--- src/rtl/csr_pkg.sv ---
// rtl/csr_pkg.sv - CSR addresses, field positions, encodings and WARL helpers for csr_file
package csr_pkg;

    localparam logic [11:0] CSR_MSTATUS  = 12'h300;
    localparam logic [11:0] CSR_MISA     = 12'h301;
    localparam logic [11:0] CSR_MIE      = 12'h304;
    localparam logic [11:0] CSR_MTVEC    = 12'h305;
    localparam logic [11:0] CSR_MSCRATCH = 12'h340;
    localparam logic [11:0] CSR_MEPC     = 12'h341;
    localparam logic [11:0] CSR_MCAUSE   = 12'h342;
    localparam logic [11:0] CSR_MTVAL    = 12'h343;
    localparam logic [11:0] CSR_MIP      = 12'h344;
    localparam logic [11:0] CSR_MCYCLE   = 12'hB00;
    localparam logic [11:0] CSR_MINSTRET = 12'hB02;
    localparam logic [11:0] CSR_MHARTID  = 12'hF14;

    localparam int MSTATUS_MIE_BIT  = 3;
    localparam int MSTATUS_MPIE_BIT = 7;
    localparam int MSTATUS_MPP_LO   = 11;
    localparam int MSTATUS_MPP_HI   = 12;

    localparam int MIE_MTIE_BIT = 7;
    localparam int MIE_MEIE_BIT = 11;
    localparam int MIP_MTIP_BIT = 7;
    localparam int MIP_MEIP_BIT = 11;

    localparam logic [1:0] MTVEC_MODE_DIRECT   = 2'b00;
    localparam logic [1:0] MTVEC_MODE_VECTORED = 2'b01;

    localparam logic [1:0] MPP_U = 2'b00;
    localparam logic [1:0] MPP_M = 2'b11;

    typedef enum logic {
        PRIV_U = 1'b0,
        PRIV_M = 1'b1
    } priv_e;

    // MXL = 2 (64-bit) in the top two bits, extension letter I at bit 8
    localparam logic [63:0] MISA_RV64I = 64'h8000_0000_0000_0100;

    // Only U and M exist, so the reserved S/H encodings collapse to U
    function automatic logic [1:0] warl_mpp(input logic [1:0] v);
        return ((v == 2'b01) || (v == 2'b10)) ? MPP_U : v;
    endfunction

    // Reserved vector modes collapse to direct
    function automatic logic [1:0] warl_mtvec_mode(input logic [1:0] v);
        return (v[1]) ? MTVEC_MODE_DIRECT : v;
    endfunction

    function automatic logic csr_implemented(input logic [11:0] a);
        case (a)
            CSR_MSTATUS, CSR_MISA, CSR_MIE, CSR_MTVEC, CSR_MSCRATCH,
            CSR_MEPC, CSR_MCAUSE, CSR_MTVAL, CSR_MIP, CSR_MCYCLE,
            CSR_MINSTRET, CSR_MHARTID: return 1'b1;
            default:                   return 1'b0;
        endcase
    endfunction

    function automatic logic csr_writable(input logic [11:0] a);
        case (a)
            CSR_MSTATUS, CSR_MIE, CSR_MTVEC, CSR_MSCRATCH, CSR_MEPC,
            CSR_MCAUSE, CSR_MTVAL, CSR_MCYCLE, CSR_MINSTRET: return 1'b1;
            default:                                         return 1'b0;
        endcase
    endfunction

endpackage

--- src/rtl/csr_file_if.sv ---
// rtl/csr_file_if.sv - pipeline-to-CSR-file signal bundle with pipeline (master) and CSR (slave) views
interface csr_file_if #(
    parameter int XLEN = 64
);
    logic            WB_ST_CSR;
    logic [11:0]     WB_CSR_ADDR;
    logic [XLEN-1:0] WB_CSR_DATA;
    logic            WB_CS;
    logic [XLEN-1:0] WB_CAUSE;
    logic [XLEN-1:0] WB_PC;
    logic [XLEN-1:0] WB_TVAL;
    logic            WB_MRET;
    logic            WB_V;
    logic            TIMER;
    logic            EXTERNAL;
    logic [11:0]     DE_CSR_ADDR;
    logic [XLEN-1:0] DE_CSRFD;
    logic            DE_CSR_ILLEGAL;
    logic            CSR_REDIRECT;
    logic [XLEN-1:0] CSR_TARGET;
    logic            PRIVILEGE;
    logic            INT_TIMER;
    logic            INT_EXTERNAL;

    modport master (
        output WB_ST_CSR, WB_CSR_ADDR, WB_CSR_DATA, WB_CS, WB_CAUSE, WB_PC, WB_TVAL,
               WB_MRET, WB_V, TIMER, EXTERNAL, DE_CSR_ADDR,
        input  DE_CSRFD, DE_CSR_ILLEGAL, CSR_REDIRECT, CSR_TARGET, PRIVILEGE,
               INT_TIMER, INT_EXTERNAL
    );

    modport slave (
        input  WB_ST_CSR, WB_CSR_ADDR, WB_CSR_DATA, WB_CS, WB_CAUSE, WB_PC, WB_TVAL,
               WB_MRET, WB_V, TIMER, EXTERNAL, DE_CSR_ADDR,
        output DE_CSRFD, DE_CSR_ILLEGAL, CSR_REDIRECT, CSR_TARGET, PRIVILEGE,
               INT_TIMER, INT_EXTERNAL
    );
endinterface

--- src/rtl/csr_counter.sv ---
// rtl/csr_counter.sv - free-running counter with software write taking priority over increment
module csr_counter #(
    parameter int WIDTH = 64
) (
    input  logic             clk_i,
    input  logic             rst_i,
    input  logic             we_i,
    input  logic [WIDTH-1:0] wdata_i,
    input  logic             inc_i,
    output logic [WIDTH-1:0] count_o
);

    logic [WIDTH-1:0] count_q;
    logic [WIDTH-1:0] count_d;

    // A write replaces the count outright; otherwise step by one, wrapping silently
    always_comb begin
        count_d = count_q;
        if (we_i) begin
            count_d = wdata_i;
        end else if (inc_i) begin
            count_d = count_q + WIDTH'(1);
        end
    end

    // Count register
    always_ff @(posedge clk_i) begin
        if (rst_i) begin
            count_q <= '0;
        end else begin
            count_q <= count_d;
        end
    end

    assign count_o = count_q;

endmodule

--- src/rtl/csr_file.sv ---
// rtl/csr_file.sv - machine-mode CSR file: writes, trap entry, MRET, privilege, interrupts, counters
module csr_file
    import csr_pkg::*;
#(
    parameter int XLEN   = 64,
    parameter int HARTID = 0
) (
    input  logic        CLK,
    input  logic        RESET,
    csr_file_if.slave   bus
);

    logic do_trap;
    logic do_mret;
    logic do_write;

    // Trap beats MRET beats CSR write; losers have no effect at all
    assign do_trap  = bus.WB_CS;
    assign do_mret  = bus.WB_MRET & ~bus.WB_CS;
    assign do_write = bus.WB_ST_CSR & ~bus.WB_CS & ~bus.WB_MRET;

    priv_e           priv_q, priv_d;
    logic            mie_q, mie_d;
    logic            mpie_q, mpie_d;
    logic [1:0]      mpp_q, mpp_d;
    logic            mtie_q, mtie_d;
    logic            meie_q, meie_d;
    logic [XLEN-1:0] mtvec_q, mtvec_d;
    logic [XLEN-1:0] mscratch_q, mscratch_d;
    logic [XLEN-1:0] mepc_q, mepc_d;
    logic [XLEN-1:0] mcause_q, mcause_d;
    logic [XLEN-1:0] mtval_q, mtval_d;
    logic [XLEN-1:0] mcycle;
    logic [XLEN-1:0] minstret;

    logic [XLEN-1:0] wdata;
    logic [11:0]     waddr;

    assign wdata = bus.WB_CSR_DATA;
    assign waddr = bus.WB_CSR_ADDR;

    // Privilege FSM: leave M only via MRET to a U-mode MPP; leave U only via a trap
    always_comb begin
        priv_d = priv_q;
        case (priv_q)
            PRIV_M: begin
                if (do_mret && (mpp_q == MPP_U)) begin
                    priv_d = PRIV_U;
                end
            end
            PRIV_U: begin
                if (do_trap) begin
                    priv_d = PRIV_M;
                end
            end
            default: priv_d = PRIV_M;
        endcase
    end

    // Next-state for the architectural registers: trap, else MRET, else CSR write
    always_comb begin
        mie_d      = mie_q;
        mpie_d     = mpie_q;
        mpp_d      = mpp_q;
        mtie_d     = mtie_q;
        meie_d     = meie_q;
        mtvec_d    = mtvec_q;
        mscratch_d = mscratch_q;
        mepc_d     = mepc_q;
        mcause_d   = mcause_q;
        mtval_d    = mtval_q;
        if (do_trap) begin
            mepc_d   = {bus.WB_PC[XLEN-1:2], 2'b00};
            mcause_d = bus.WB_CAUSE;
            mtval_d  = bus.WB_TVAL;
            mpie_d   = mie_q;
            mie_d    = 1'b0;
            mpp_d    = {2{priv_q == PRIV_M}};
        end else if (do_mret) begin
            mie_d  = mpie_q;
            mpie_d = 1'b1;
            mpp_d  = MPP_U;
        end else if (do_write) begin
            case (waddr)
                CSR_MSTATUS: begin
                    mie_d  = wdata[MSTATUS_MIE_BIT];
                    mpie_d = wdata[MSTATUS_MPIE_BIT];
                    mpp_d  = warl_mpp(wdata[MSTATUS_MPP_HI:MSTATUS_MPP_LO]);
                end
                CSR_MIE: begin
                    mtie_d = wdata[MIE_MTIE_BIT];
                    meie_d = wdata[MIE_MEIE_BIT];
                end
                CSR_MTVEC:    mtvec_d    = {wdata[XLEN-1:2], warl_mtvec_mode(wdata[1:0])};
                CSR_MSCRATCH: mscratch_d = wdata;
                CSR_MEPC:     mepc_d     = {wdata[XLEN-1:2], 2'b00};
                CSR_MCAUSE:   mcause_d   = wdata;
                CSR_MTVAL:    mtval_d    = wdata;
                default: ;
            endcase
        end
    end

    // Architectural state registers
    always_ff @(posedge CLK) begin
        if (RESET) begin
            priv_q     <= PRIV_M;
            mie_q      <= 1'b0;
            mpie_q     <= 1'b0;
            mpp_q      <= MPP_U;
            mtie_q     <= 1'b0;
            meie_q     <= 1'b0;
            mtvec_q    <= '0;
            mscratch_q <= '0;
            mepc_q     <= '0;
            mcause_q   <= '0;
            mtval_q    <= '0;
        end else begin
            priv_q     <= priv_d;
            mie_q      <= mie_d;
            mpie_q     <= mpie_d;
            mpp_q      <= mpp_d;
            mtie_q     <= mtie_d;
            meie_q     <= meie_d;
            mtvec_q    <= mtvec_d;
            mscratch_q <= mscratch_d;
            mepc_q     <= mepc_d;
            mcause_q   <= mcause_d;
            mtval_q    <= mtval_d;
        end
    end

    csr_counter #(.WIDTH(XLEN)) u_mcycle (
        .clk_i   (CLK),
        .rst_i   (RESET),
        .we_i    (do_write && (waddr == CSR_MCYCLE)),
        .wdata_i (wdata),
        .inc_i   (1'b1),
        .count_o (mcycle)
    );

    csr_counter #(.WIDTH(XLEN)) u_minstret (
        .clk_i   (CLK),
        .rst_i   (RESET),
        .we_i    (do_write && (waddr == CSR_MINSTRET)),
        .wdata_i (wdata),
        .inc_i   (bus.WB_V & ~bus.WB_CS),
        .count_o (minstret)
    );

    logic [XLEN-1:0] reg_view;
    logic [XLEN-1:0] wr_view;
    logic [XLEN-1:0] rd_val;
    logic            bypass_hit;
    logic            rd_illegal;

    // Read value of the committed registers at the decode address
    always_comb begin
        reg_view = '0;
        case (bus.DE_CSR_ADDR)
            CSR_MSTATUS: begin
                reg_view[MSTATUS_MIE_BIT]                 = mie_q;
                reg_view[MSTATUS_MPIE_BIT]                = mpie_q;
                reg_view[MSTATUS_MPP_HI:MSTATUS_MPP_LO]   = mpp_q;
            end
            CSR_MISA: reg_view = MISA_RV64I;
            CSR_MIE: begin
                reg_view[MIE_MTIE_BIT] = mtie_q;
                reg_view[MIE_MEIE_BIT] = meie_q;
            end
            CSR_MTVEC:    reg_view = mtvec_q;
            CSR_MSCRATCH: reg_view = mscratch_q;
            CSR_MEPC:     reg_view = mepc_q;
            CSR_MCAUSE:   reg_view = mcause_q;
            CSR_MTVAL:    reg_view = mtval_q;
            CSR_MIP: begin
                reg_view[MIP_MTIP_BIT] = bus.TIMER;
                reg_view[MIP_MEIP_BIT] = bus.EXTERNAL;
            end
            CSR_MCYCLE:   reg_view = mcycle;
            CSR_MINSTRET: reg_view = minstret;
            CSR_MHARTID:  reg_view = XLEN'(HARTID);
            default:      reg_view = '0;
        endcase
    end

    // What the register will read once the in-flight WB write lands, WARL applied
    always_comb begin
        wr_view = wdata;
        case (waddr)
            CSR_MSTATUS: begin
                wr_view                                  = '0;
                wr_view[MSTATUS_MIE_BIT]                 = wdata[MSTATUS_MIE_BIT];
                wr_view[MSTATUS_MPIE_BIT]                = wdata[MSTATUS_MPIE_BIT];
                wr_view[MSTATUS_MPP_HI:MSTATUS_MPP_LO]   = warl_mpp(wdata[MSTATUS_MPP_HI:MSTATUS_MPP_LO]);
            end
            CSR_MIE: begin
                wr_view               = '0;
                wr_view[MIE_MTIE_BIT] = wdata[MIE_MTIE_BIT];
                wr_view[MIE_MEIE_BIT] = wdata[MIE_MEIE_BIT];
            end
            CSR_MTVEC: wr_view = {wdata[XLEN-1:2], warl_mtvec_mode(wdata[1:0])};
            CSR_MEPC:  wr_view = {wdata[XLEN-1:2], 2'b00};
            default:   wr_view = wdata;
        endcase
    end

    // Decode read port with same-cycle write bypass and illegal-access squash
    always_comb begin
        bypass_hit = do_write && (waddr == bus.DE_CSR_ADDR) && csr_writable(waddr);
        rd_illegal = !csr_implemented(bus.DE_CSR_ADDR) || (priv_q == PRIV_U);
        rd_val     = bypass_hit ? wr_view : reg_view;
        if (rd_illegal) begin
            rd_val = '0;
        end
    end

    assign bus.DE_CSRFD       = rd_val;
    assign bus.DE_CSR_ILLEGAL = rd_illegal;

    logic [XLEN-1:0] trap_base;
    logic [XLEN-1:0] trap_target;

    // Vectored mode only offsets asynchronous causes; exceptions still go to BASE
    always_comb begin
        trap_base   = {mtvec_q[XLEN-1:2], 2'b00};
        trap_target = trap_base;
        if ((mtvec_q[1:0] == MTVEC_MODE_VECTORED) && bus.WB_CAUSE[XLEN-1]) begin
            trap_target = trap_base + {{(XLEN-8){1'b0}}, bus.WB_CAUSE[5:0], 2'b00};
        end
    end

    assign bus.CSR_REDIRECT = (bus.WB_CS | bus.WB_MRET) & ~RESET;
    assign bus.CSR_TARGET   = bus.WB_CS ? trap_target : (bus.WB_MRET ? mepc_q : '0);
    assign bus.PRIVILEGE    = (priv_q == PRIV_M);

    logic int_enable;

    // U-mode code can always be interrupted into M; in M the global MIE gates
    assign int_enable       = mie_q | (priv_q == PRIV_U);
    assign bus.INT_TIMER    = bus.TIMER & mtie_q & int_enable & ~RESET;
    assign bus.INT_EXTERNAL = bus.EXTERNAL & meie_q & int_enable & ~RESET;

endmodule

--- src/flat_wrapper.sv ---
// flat-port wrapper written by rule: the top's interface ports become plain ports
module csr_file_flat import csr_pkg::*;
#(
    parameter int XLEN   = 64,
    parameter int HARTID = 0
)
  (CLK, RESET, bus_WB_ST_CSR, bus_WB_CSR_ADDR, bus_WB_CSR_DATA, bus_WB_CS, bus_WB_CAUSE, bus_WB_PC, bus_WB_TVAL, bus_WB_MRET, bus_WB_V, bus_TIMER, bus_EXTERNAL, bus_DE_CSR_ADDR, bus_DE_CSRFD, bus_DE_CSR_ILLEGAL, bus_CSR_REDIRECT, bus_CSR_TARGET, bus_PRIVILEGE, bus_INT_TIMER, bus_INT_EXTERNAL);
  csr_file_if #(.XLEN(XLEN)) bus_i ();
  input  logic CLK;
  input  logic RESET;
  input wire logic [$bits(bus_i.WB_ST_CSR)-1:0] bus_WB_ST_CSR;
  input wire logic [$bits(bus_i.WB_CSR_ADDR)-1:0] bus_WB_CSR_ADDR;
  input wire logic [$bits(bus_i.WB_CSR_DATA)-1:0] bus_WB_CSR_DATA;
  input wire logic [$bits(bus_i.WB_CS)-1:0] bus_WB_CS;
  input wire logic [$bits(bus_i.WB_CAUSE)-1:0] bus_WB_CAUSE;
  input wire logic [$bits(bus_i.WB_PC)-1:0] bus_WB_PC;
  input wire logic [$bits(bus_i.WB_TVAL)-1:0] bus_WB_TVAL;
  input wire logic [$bits(bus_i.WB_MRET)-1:0] bus_WB_MRET;
  input wire logic [$bits(bus_i.WB_V)-1:0] bus_WB_V;
  input wire logic [$bits(bus_i.TIMER)-1:0] bus_TIMER;
  input wire logic [$bits(bus_i.EXTERNAL)-1:0] bus_EXTERNAL;
  input wire logic [$bits(bus_i.DE_CSR_ADDR)-1:0] bus_DE_CSR_ADDR;
  output wire logic [$bits(bus_i.DE_CSRFD)-1:0] bus_DE_CSRFD;
  output wire logic [$bits(bus_i.DE_CSR_ILLEGAL)-1:0] bus_DE_CSR_ILLEGAL;
  output wire logic [$bits(bus_i.CSR_REDIRECT)-1:0] bus_CSR_REDIRECT;
  output wire logic [$bits(bus_i.CSR_TARGET)-1:0] bus_CSR_TARGET;
  output wire logic [$bits(bus_i.PRIVILEGE)-1:0] bus_PRIVILEGE;
  output wire logic [$bits(bus_i.INT_TIMER)-1:0] bus_INT_TIMER;
  output wire logic [$bits(bus_i.INT_EXTERNAL)-1:0] bus_INT_EXTERNAL;
  assign bus_i.WB_ST_CSR = bus_WB_ST_CSR;
  assign bus_i.WB_CSR_ADDR = bus_WB_CSR_ADDR;
  assign bus_i.WB_CSR_DATA = bus_WB_CSR_DATA;
  assign bus_i.WB_CS = bus_WB_CS;
  assign bus_i.WB_CAUSE = bus_WB_CAUSE;
  assign bus_i.WB_PC = bus_WB_PC;
  assign bus_i.WB_TVAL = bus_WB_TVAL;
  assign bus_i.WB_MRET = bus_WB_MRET;
  assign bus_i.WB_V = bus_WB_V;
  assign bus_i.TIMER = bus_TIMER;
  assign bus_i.EXTERNAL = bus_EXTERNAL;
  assign bus_i.DE_CSR_ADDR = bus_DE_CSR_ADDR;
  assign bus_DE_CSRFD = bus_i.DE_CSRFD;
  assign bus_DE_CSR_ILLEGAL = bus_i.DE_CSR_ILLEGAL;
  assign bus_CSR_REDIRECT = bus_i.CSR_REDIRECT;
  assign bus_CSR_TARGET = bus_i.CSR_TARGET;
  assign bus_PRIVILEGE = bus_i.PRIVILEGE;
  assign bus_INT_TIMER = bus_i.INT_TIMER;
  assign bus_INT_EXTERNAL = bus_i.INT_EXTERNAL;
  csr_file #(.XLEN(XLEN), .HARTID(HARTID)) u_core (.CLK(CLK), .RESET(RESET), .bus(bus_i));
endmodule
--- config.mk ---
export PLATFORM = sky130hd
export DESIGN_NAME = csr_file_flat
export DESIGN_NICKNAME = d
export VERILOG_FILES = /design/src/rtl/csr_pkg.sv /design/src/rtl/csr_file_if.sv /design/src/rtl/csr_counter.sv /design/src/rtl/csr_file.sv /design/src/flat_wrapper.sv
export SDC_FILE = /design/constraint.sdc
export NUM_CORES = 1
export LEC_CHECK = 0
export CORE_ASPECT_RATIO = 0.5
export CORE_UTILIZATION = 30
export CTS_CLUSTER_SIZE = 12
export DETAILED_ROUTE_END_ITERATION = 7
export SYNTH_ARGS = -nofsm -noshare
export SYNTH_HDL_FRONTEND = slang
export SYNTH_SLANG_ARGS = --single-unit
export TNS_END_PERCENT = 50
--- constraint.sdc ---
create_clock -name CLK -period 8 [get_ports CLK]
set_input_delay 1.2 -clock CLK [delete_from_list [all_inputs] [get_ports CLK]]
set_output_delay 1.2 -clock CLK [all_outputs]
set_load 0.02 [all_outputs]
* Word-level counts from Yosys, hierarchy flattened *
Index checks and enable logic that the tools add are counted.

cells by class
  add/sub/neg operators = 3
  multiply operators = 0
  divide/modulo/power cells = 0
  $lt $le $gt $ge = 0
  eq/ne operators = 26
  shifts and indexed selects = 0
  muxes and demuxes = 47
  bitwise operators = 18
  reduce and logical (&&, ||, !) cells = 30

operators by type and width
  operator                                                           count
  64-bit 2-to-1 mux                                                  20
  51-bit one-hot mux with 8 select lines                             1
  64-bit one-hot mux with 4 select lines                             1
  12-bit by 10-bit == test with 1-bit output, second input constant  16
  64-bit by 1-bit adder with 64-bit output, second input constant    2
  64-bit by 8-bit adder with 64-bit output                           1
  12-bit == test, second input constant                              5
  3-bit one-hot mux with 7 select lines                              2
  3-bit one-hot mux with 8 select lines                              1
  1-bit one-hot mux with 10 select lines                             2
  1-bit one-hot mux with 8 select lines                              2
  2-bit nonzero test                                                 7
  12-bit == test                                                     1
  1-bit 2-to-1 mux                                                   12
  4-bit AND reduction                                                3
  12-bit OR reduction                                                1
  1-bit bitwise AND                                                  11
  2-bit 2-to-1 mux                                                   5
  3-bit AND reduction                                                3
  9-bit OR reduction                                                 1
  1-bit logical AND                                                  6
  3-bit nonzero test                                                 2
  1-bit inverter                                                     5
  2-bit by 1-bit == test with 1-bit output, second input constant    2
  9 further kinds                                                    12

word-level totals
  bits in registers = 453
  bits in latches = 0
  memory bits (writable) = 0
  bits in read-only memories = 0
  input bits = 288
  word-level logic and storage cells = 137
  memories kept = 0

* Longest topological paths before layout *
Gate-level depths: netlist of the first run.

  depth after elaboration = 7
  mapped depth = 10
  mapped depth without buffers = 8

* Hierarchy *
Synthesis of the first run repeated with hierarchy kept, for this count alone.

unflattened totals
  cell total of the unflattened synthesis = 3521
  area, all modules = 27221.1 um2

by module, submodules not included
  module       times used  cells an instance  area an instance (um2)
  csr_file     1           2561               19691.4
  csr_counter  2           480                3764.9

* Worst setup path after synthesis of the first run *
OpenSTA, ideal clock, no wires.

  kind = input port to output port
  from = input bus_WB_CAUSE[0]
  to = output bus_CSR_TARGET[56]
  arrival time = 3365 ps
  data required time = 6800 ps
  slack = 3435 ps
  stages = 9
  cell sequence = ha_1 > fa_1 > a211oi_1 > o21ai_0 > nand4_1 > clkbuf_1 > nor3_1 > xnor2_1 > mux2i_1

on the way
  cells in the longest elaborated chain, start to end = 3

ends and longest elaborated chain
  element                                   line                source
  from (decl)                               flat_wrapper.sv:15  input wire logic [$bits(bus_i.WB_CAUSE)-1:0] bus_WB_CAUSE;
  64-bit by 8-bit adder with 64-bit output  csr_file.sv:229     trap_target = trap_base + {{(XLEN-8){1'b0}}, bus.WB_CAUSE[5:0], 2'b00};
  64-bit 2-to-1 mux                         csr_file.sv:228     if ((mtvec_q[1:0] == MTVEC_MODE_VECTORED) && bus.WB_CAUSE[XLEN-1]) begin
  64-bit 2-to-1 mux                         csr_file.sv:234     assign bus.CSR_TARGET = bus.WB_CS ? trap_target : (bus.WB_MRET ? mepc_q : '0);
  to (decl)                                 flat_wrapper.sv:26  output wire logic [$bits(bus_i.CSR_TARGET)-1:0] bus_CSR_TARGET;

Every way passes these cells.

* Worst setup path in the final report of the first run *
  from = input bus_WB_CAUSE[0]
  to = output bus_CSR_TARGET[60]

Same word-level chain as after synthesis.

==> impl_metrics.py, run 1 <==
metrics = {
    "cts": {
        "cts_max_path_buffers": 3,
        "clk_pin_slew_ns": 0.06,
        "numCtsBuffers": 48,
        "clkSinkCount": 451,
        "cts_tree": "yes",
        "clkLatencyLatePin_ns": 0.61,
        "postCtsSetupBuffers": 0,
        "cts-resized-gates": 0,
        "cts_max_level": 2,
        "cts_hold_buffers": 0,
        "ctsRootBufferMaster": "clkbuf_16",
    },
    "detailed_routing": {
        "wl_mm": 111,
        "wl_per_cell_um": 22.7,
        "dr.pass1.iters": 6,
        "drc": 0,
        "drtIter0Drc": 2688,
        "dr_total_vias": 27200,
        "vias_per_cell": 5.58,
        "ant_nets": 0,
    },
    "synth": {
        "synthAdderAreaFrac_pct": 0.429,
        "synth_area_mm2": 0.0280,
        "ys_ff_latch": 451,
        "ys.warnings.count": 0,
        "synth-compound-area-share_pct": 12.3,
        "synth-edff-count": 0,
        "synth-simple-area-share_pct": 23.2,
        "synthDistinctLibCells": 83,
        "seq_area_frac_synth_pct": 32.2,
        "synth_area_per_cell_um2": 8.31,
        "synth_top_family_by_area": "simple AND/OR/NAND/NOR gates",
        "syn_inst": 3369,
        "ys.flop_type": "dfxtp_1",
        "synth.mux.area_fraction_pct": 21.3,
        "synthXorXnorAreaFrac_pct": 5.85,
        "synthArstFlopShare_pct": 0,
    },
    "timing": {
        "period_share_pct": 82.5,
        "fin_hold_ws_ns": 0.449,
        "timing.slew.headroom_pct": 10.3,
        "min_period_ns": 6.60,
        "finClkSkew_ns": 0.0161,
        "slew_violations": 0,
        "setup_tns_ns": 0,
        "finalHoldViolations": 0,
        "fmax_ghz": 0.152,
        "setup_violations": 0,
        "worst_pin_slew_ns": 1.35,
        "rsz0062_at_grt": "no",
    },
    "floorplan": {
        "die_h_um": 218,
        "die_w_um": 434,
        "start_util_pct": 30.6,
        "io_pins": 421,
        "fp-row-count": 78,
        "core_mm2": 0.0915,
        "dieArea_mm2": 0.0947,
    },
    "pwr": {
        "power_mw": 5.13,
        "power.leakage_nw": 11.7,
        "max-vdd-ir-drop_v": 0.000131,
        "power.density_mw_per_mm2": 149,
    },
    "critical_path": {
        "end_kind": "primary output",
        "r2r_start": "u_core.u_minstret.count_o[7]",
        "cp.arrival_ns": 5.40,
        "cp_slowest_cell": "nand4_1",
        "critPathMaxFanout": 11,
        "cp.required_ns": 6.80,
        "critPathMostFrequentCell": "clkdlybuf4s50_1",
        "cpPeakStageDelay_ns": 0.83,
        "worstRegToRegCells": 5,
        "path_cells": "clkdlybuf4s50_1 > ha_1 > fa_1 > a211oi_1 > o21ai_0 > buf_4 > nand4_1 > nor4_1 > xnor2_1 > mux2i_1 > clkdlybuf4s50_1",
        "setup.worst_path.class": "primary input to primary output",
        "start_kind": "primary input",
        "startpoint": "bus_WB_CAUSE[0]",
    },
    "global_routing": {
        "grt_overflow": 0,
        "grtUsageTotal_pct": 22.6,
        "grt_pass1_wl_mm": 165,
        "first_global_vias": 25900,
        "antenna_found_initial": 19,
        "grt_max_degree": 122,
    },
    "cells_and_area": {
        "drive_above_1_share_pct": 11.8,
        "final_nets": 3896,
        "final_common_cell": "nand2_1",
        "final_cell_mix": "nand2_1, dfxtp_1, clkdlybuf4s50_1, nor2_1, mux2i_1",
        "design_area_mm2": 0.0344,
        "area_growth_pct": 22.8,
    },
    "place": {
        "portBuffers": 416,
        "dp_hpwl_mm": 77.3,
        "place_congestion": 0.910,
        "placed_area_mm2": 0.0329,
    },
    "status": {
        "status": "complete, no violations",
    },
    "worst_hold_path": {
        "hp-class": "flop to flop",
        "hold_path_depth": 2,
        "hold_start": "u_core.mscratch_q[47]",
    },
    "flow_run": {
        "drv_cap": 0,
    },
}
[kinds of logic after synthesis]
group           Yosys count
xor+xnor                187
simple gates           1379
flops                   451
fa+ha+maj                 9
mux                     503
other cells               1
compound gates          528
buf+inv                 311
[report_power, final]
group	total, mW	switching, mW	internal, mW	leakage (nW)
Clock	2.15	0.974	1.17	0.701
Combinational	0.633	0.332	0.301	7.32
Sequential	2.34	0.0388	2.31	3.67
Total	5.13	1.34	3.78	11.7
[per-layer routing]
| layer | vias to the layer above | part of all wire, % | GRT usage (%) |
|---|---|---|---|
| met5 | - | 0.079 | 0 |
| met4 | 16 | 3.5 | 8.57 |
| met3 | 194 | 7.4 | 3.58 |
| met2 | 1135 | 46 | 36.1 |
| met1 | 13400 | 43 | 30.5 |
| li1 | 12500 | - | - |
[worst max-delay path, delay by kind of cell]
| kind | cells | cell delay [ns] |
|---|---|---|
| AOI/OAI and AO/OA | 2 | 0.30 |
| xor gates and xnor gates | 1 | 0.19 |
| adders and majority gates | 2 | 0.55 |
| buffers and inverters | 3 | 1.40 |
| muxes | 1 | 0.29 |
| and+or+nand+nor | 2 | 1.46 |
[registers in the layout (all words and copies together) (netlist names)]
register and cells:
u_core.mtie_q 1, u_core.u_minstret.count_o 64, u_core.u_mcycle.count_o 64, u_core.mtval_q 64, u_core.mtvec_q 63, u_core.mpp_q 1
u_core.mpie_q 1, u_core.mie_q 1, u_core.meie_q 1, u_core.mcause_q 64, u_core.mepc_q 62, u_core.mscratch_q 64
u_core.bus.PRIVILEGE 1
[worst paths after layout]
check	endpoint	slack [ns]
hold reg to reg	u_core.mscratch_q[47]	0.45
hold / removal	u_core.mscratch_q[47]	0.45
setup reg to reg	u_core.u_minstret.count_o[55]	5.07
setup / recovery	bus_CSR_TARGET[60]	1.40
[synth_stat cells (all sizes together), types with 26 or more instances]
cell type / n / area share, %
a211oi: 126 / 3.4
a21oi: 250 / 4.5
a221o: 52 / 1.9
and3: 31 / 0.69
buf: 100 / 1.9
clkbuf: 185 / 2.5
dfxtp: 451 / 32
inv: 26 / 0.35
mux2: 194 / 7.8
mux2i: 254 / 9.1
mux4: 55 / 4.4
nand2: 475 / 6.4
nand3: 243 / 4.4
nand4: 58 / 1.5
nor2: 377 / 5.1
nor3: 63 / 1.3
nor4: 38 / 1.2
o21ai: 33 / 0.59
xnor2: 112 / 3.5
xor2: 75 / 2.3
[area by class of cell]
| class | count | area, um^2 |
|---|---|---|
| clock inverter | 9 | 66.3 |
| multi-input combinational | 2608 | 17700 |
| tap | 1240 | 1550 |
| inverter | 26 | 97.6 |
| clock buffer | 70 | 1360 |
| fill | 9336 | 57100 |
| timing repair buffer | 464 | 4520 |
| antenna | 10 | 25.0 |
| sequential | 451 | 9030 |
[metrics by stage]
stage / utilization [%] / std cells / setup WS [ns]
2_1_floorplan: - / 3370 / 3.44
3_3_place_gp: 36.0 / 4789 / 1.50
3_5_place_dp: 36.0 / 4789 / 1.46
4_1_cts: 37.6 / 4868 / 1.46
5_1_grt: 37.6 / 4877 / 1.20
6_report: 37.6 / 4878 / 1.40
No activity file was read; power rests on OpenSTA's default activity.
==> run 2, diff against run 1 <==
==> constraint.sdc (replaced) <==
create_clock -name CLK -period 5.6 [get_ports CLK]
set_input_delay 0.84 -clock CLK [delete_from_list [all_inputs] [get_ports CLK]]
set_output_delay 0.84 -clock CLK [all_outputs]
set_load 0.02 [all_outputs]
==> impl_metrics.py, run 2 (synthesized netlist as in run 1, its figures left out) <==
metrics = {
    "status": {
        "status": "complete, no violations",
    },
    "flow_run": {
        "drv_cap": 0,
    },
    "cells_and_area": {
        "final_cell_mix": "nand2_1, dfxtp_1, clkdlybuf4s50_1, nor2_1, mux2i_1",
        "final_nets": 3907,
        "drive_above_1_share_pct": 12.2,
        "final_common_cell": "nand2_1",
        "seqCellArea_mm2": 0.00903,
        "multi_input_area_mm2": 0.0177,
        "area_growth_pct": 23.7,
        "num-fill-cells": 9387,
        "design_area_mm2": 0.0346,
    },
    "global_routing": {
        "grt_pass1_wl_mm": 165,
        "grtUsageTotal_pct": 22.6,
        "first_global_vias": 26100,
        "antenna_found_initial": 22,
        "grt_max_degree": 111,
        "grt_overflow": 0,
    },
    "worst_hold_path": {
        "hp-class": "flop to flop",
    },
    "critical_path": {
        "cp.arrival_ns": 4.50,
        "setup.worst_path.class": "primary input to primary output",
        "cp.required_ns": 4.76,
        "start_kind": "primary input",
        "end_kind": "primary output",
        "critPathMaxFanout": 7,
    },
    "timing": {
        "period_share_pct": 95.4,
        "fin_hold_ws_ns": 0.450,
        "min_period_ns": 5.34,
        "finalHoldViolations": 0,
        "rsz0062_at_grt": "no",
        "timing.slew.headroom_pct": 27.4,
        "finClkSkew_ns": 0.0150,
        "setup_violations": 0,
        "fmax_ghz": 0.187,
        "timing.final.ws_setup_ns": 0.255,
        "slew_violations": 0,
        "worst_pin_slew_ns": 1.09,
        "setup_tns_ns": 0,
    },
    "cts": {
        "ctsRootBufferMaster": "clkbuf_16",
        "postCtsSetupBuffers": 0,
        "cts-resized-gates": 0,
        "cts_hold_buffers": 0,
        "cts_max_level": 2,
        "cts_tree": "yes",
        "clkLatencyLatePin_ns": 0.61,
        "cts_max_path_buffers": 3,
        "numCtsBuffers": 47,
        "clkSinkCount": 451,
        "clk_pin_slew_ns": 0.06,
    },
    "floorplan": {
        "start_util_pct": 30.6,
        "dieArea_mm2": 0.0947,
        "die_h_um": 218,
        "core_mm2": 0.0915,
        "io_pins": 421,
        "fp-row-count": 78,
        "die_w_um": 434,
    },
    "detailed_routing": {
        "dr.pass1.iters": 6,
        "wl_mm": 111,
        "vias_per_cell": 5.59,
        "wl_per_cell_um": 22.7,
        "drtIter0Drc": 2921,
        "drc": 0,
        "dr_total_vias": 27400,
        "ant_nets": 0,
    },
    "place": {
        "place_congestion": 0.932,
        "placed_area_mm2": 0.0331,
        "pre_cts_ws_ns": 0.303,
        "portBuffers": 416,
        "dp_hpwl_mm": 78.3,
    },
    "pwr": {
        "power.density_mw_per_mm2": 216,
        "max-vdd-ir-drop_v": 0.000191,
        "power.leakage_nw": 11.8,
    },
}
## run 2: power by group
part	internal, mW	switching (mW)	total (mW)
Sequential	3.29	0.0562	3.35
Clock	1.81	1.40	3.21
Combinational	0.434	0.474	0.908
## run 2: cell type report
cell class	count	area share (%)
multi-input combinational	2608	51.2
antenna	11	0.0794
timing repair buffer	476	13.5
clock inverter	6	0.282
tap	1240	4.48
inverter	26	0.282
clock buffer	74	4.07
sequential	451	26.1
## run 2: through the flow
step                total power, mW  std cells  util [%]
floorplan                      3.86       3370         -
global placement               4.30       4801      36.2
detailed placement             4.32       4801      36.2
CTS                            7.49       4881      37.8
global route                   7.69       4891      37.8
finish                         7.47       4892      37.9
## run 2: per-layer routing
metal | vias up | global-route usage, % | share of wire (%)
li1 | 12500 | - | -
met1 | 13500 | 30.4 | 43
met2 | 1127 | 35.9 | 46
met3 | 228 | 3.71 | 7.8
met4 | 20 | 9.41 | 3.7
met5 | - | 0 | 0.095
## run 2: worst paths after layout
check / slack [ns] / from / cells past startpoint / end
min: 0.45 / u_core.mscratch_q[38] / 2 / u_core.mscratch_q[38]
max: 0.26 / bus_WB_CAUSE[2] / 10 / bus_CSR_TARGET[63]
max reg2reg: 2.61 / u_core.u_minstret.count_o[7] / 5 / u_core.u_minstret.count_o[41]
min reg2reg: 0.45 / u_core.mscratch_q[38] / 2 / u_core.mscratch_q[38]
## run 2: worst max-delay path, cell delays in order
cell and delay [ns]:
clkdlybuf4s50_1 0.46, ha_1 0.39, o211ai_1 0.14, o211ai_1 0.20
buf_4 0.17, nand3_1 0.53, nor4_1 0.62, xnor2_1 0.11
mux2i_1 0.35, clkdlybuf4s50_1 0.69
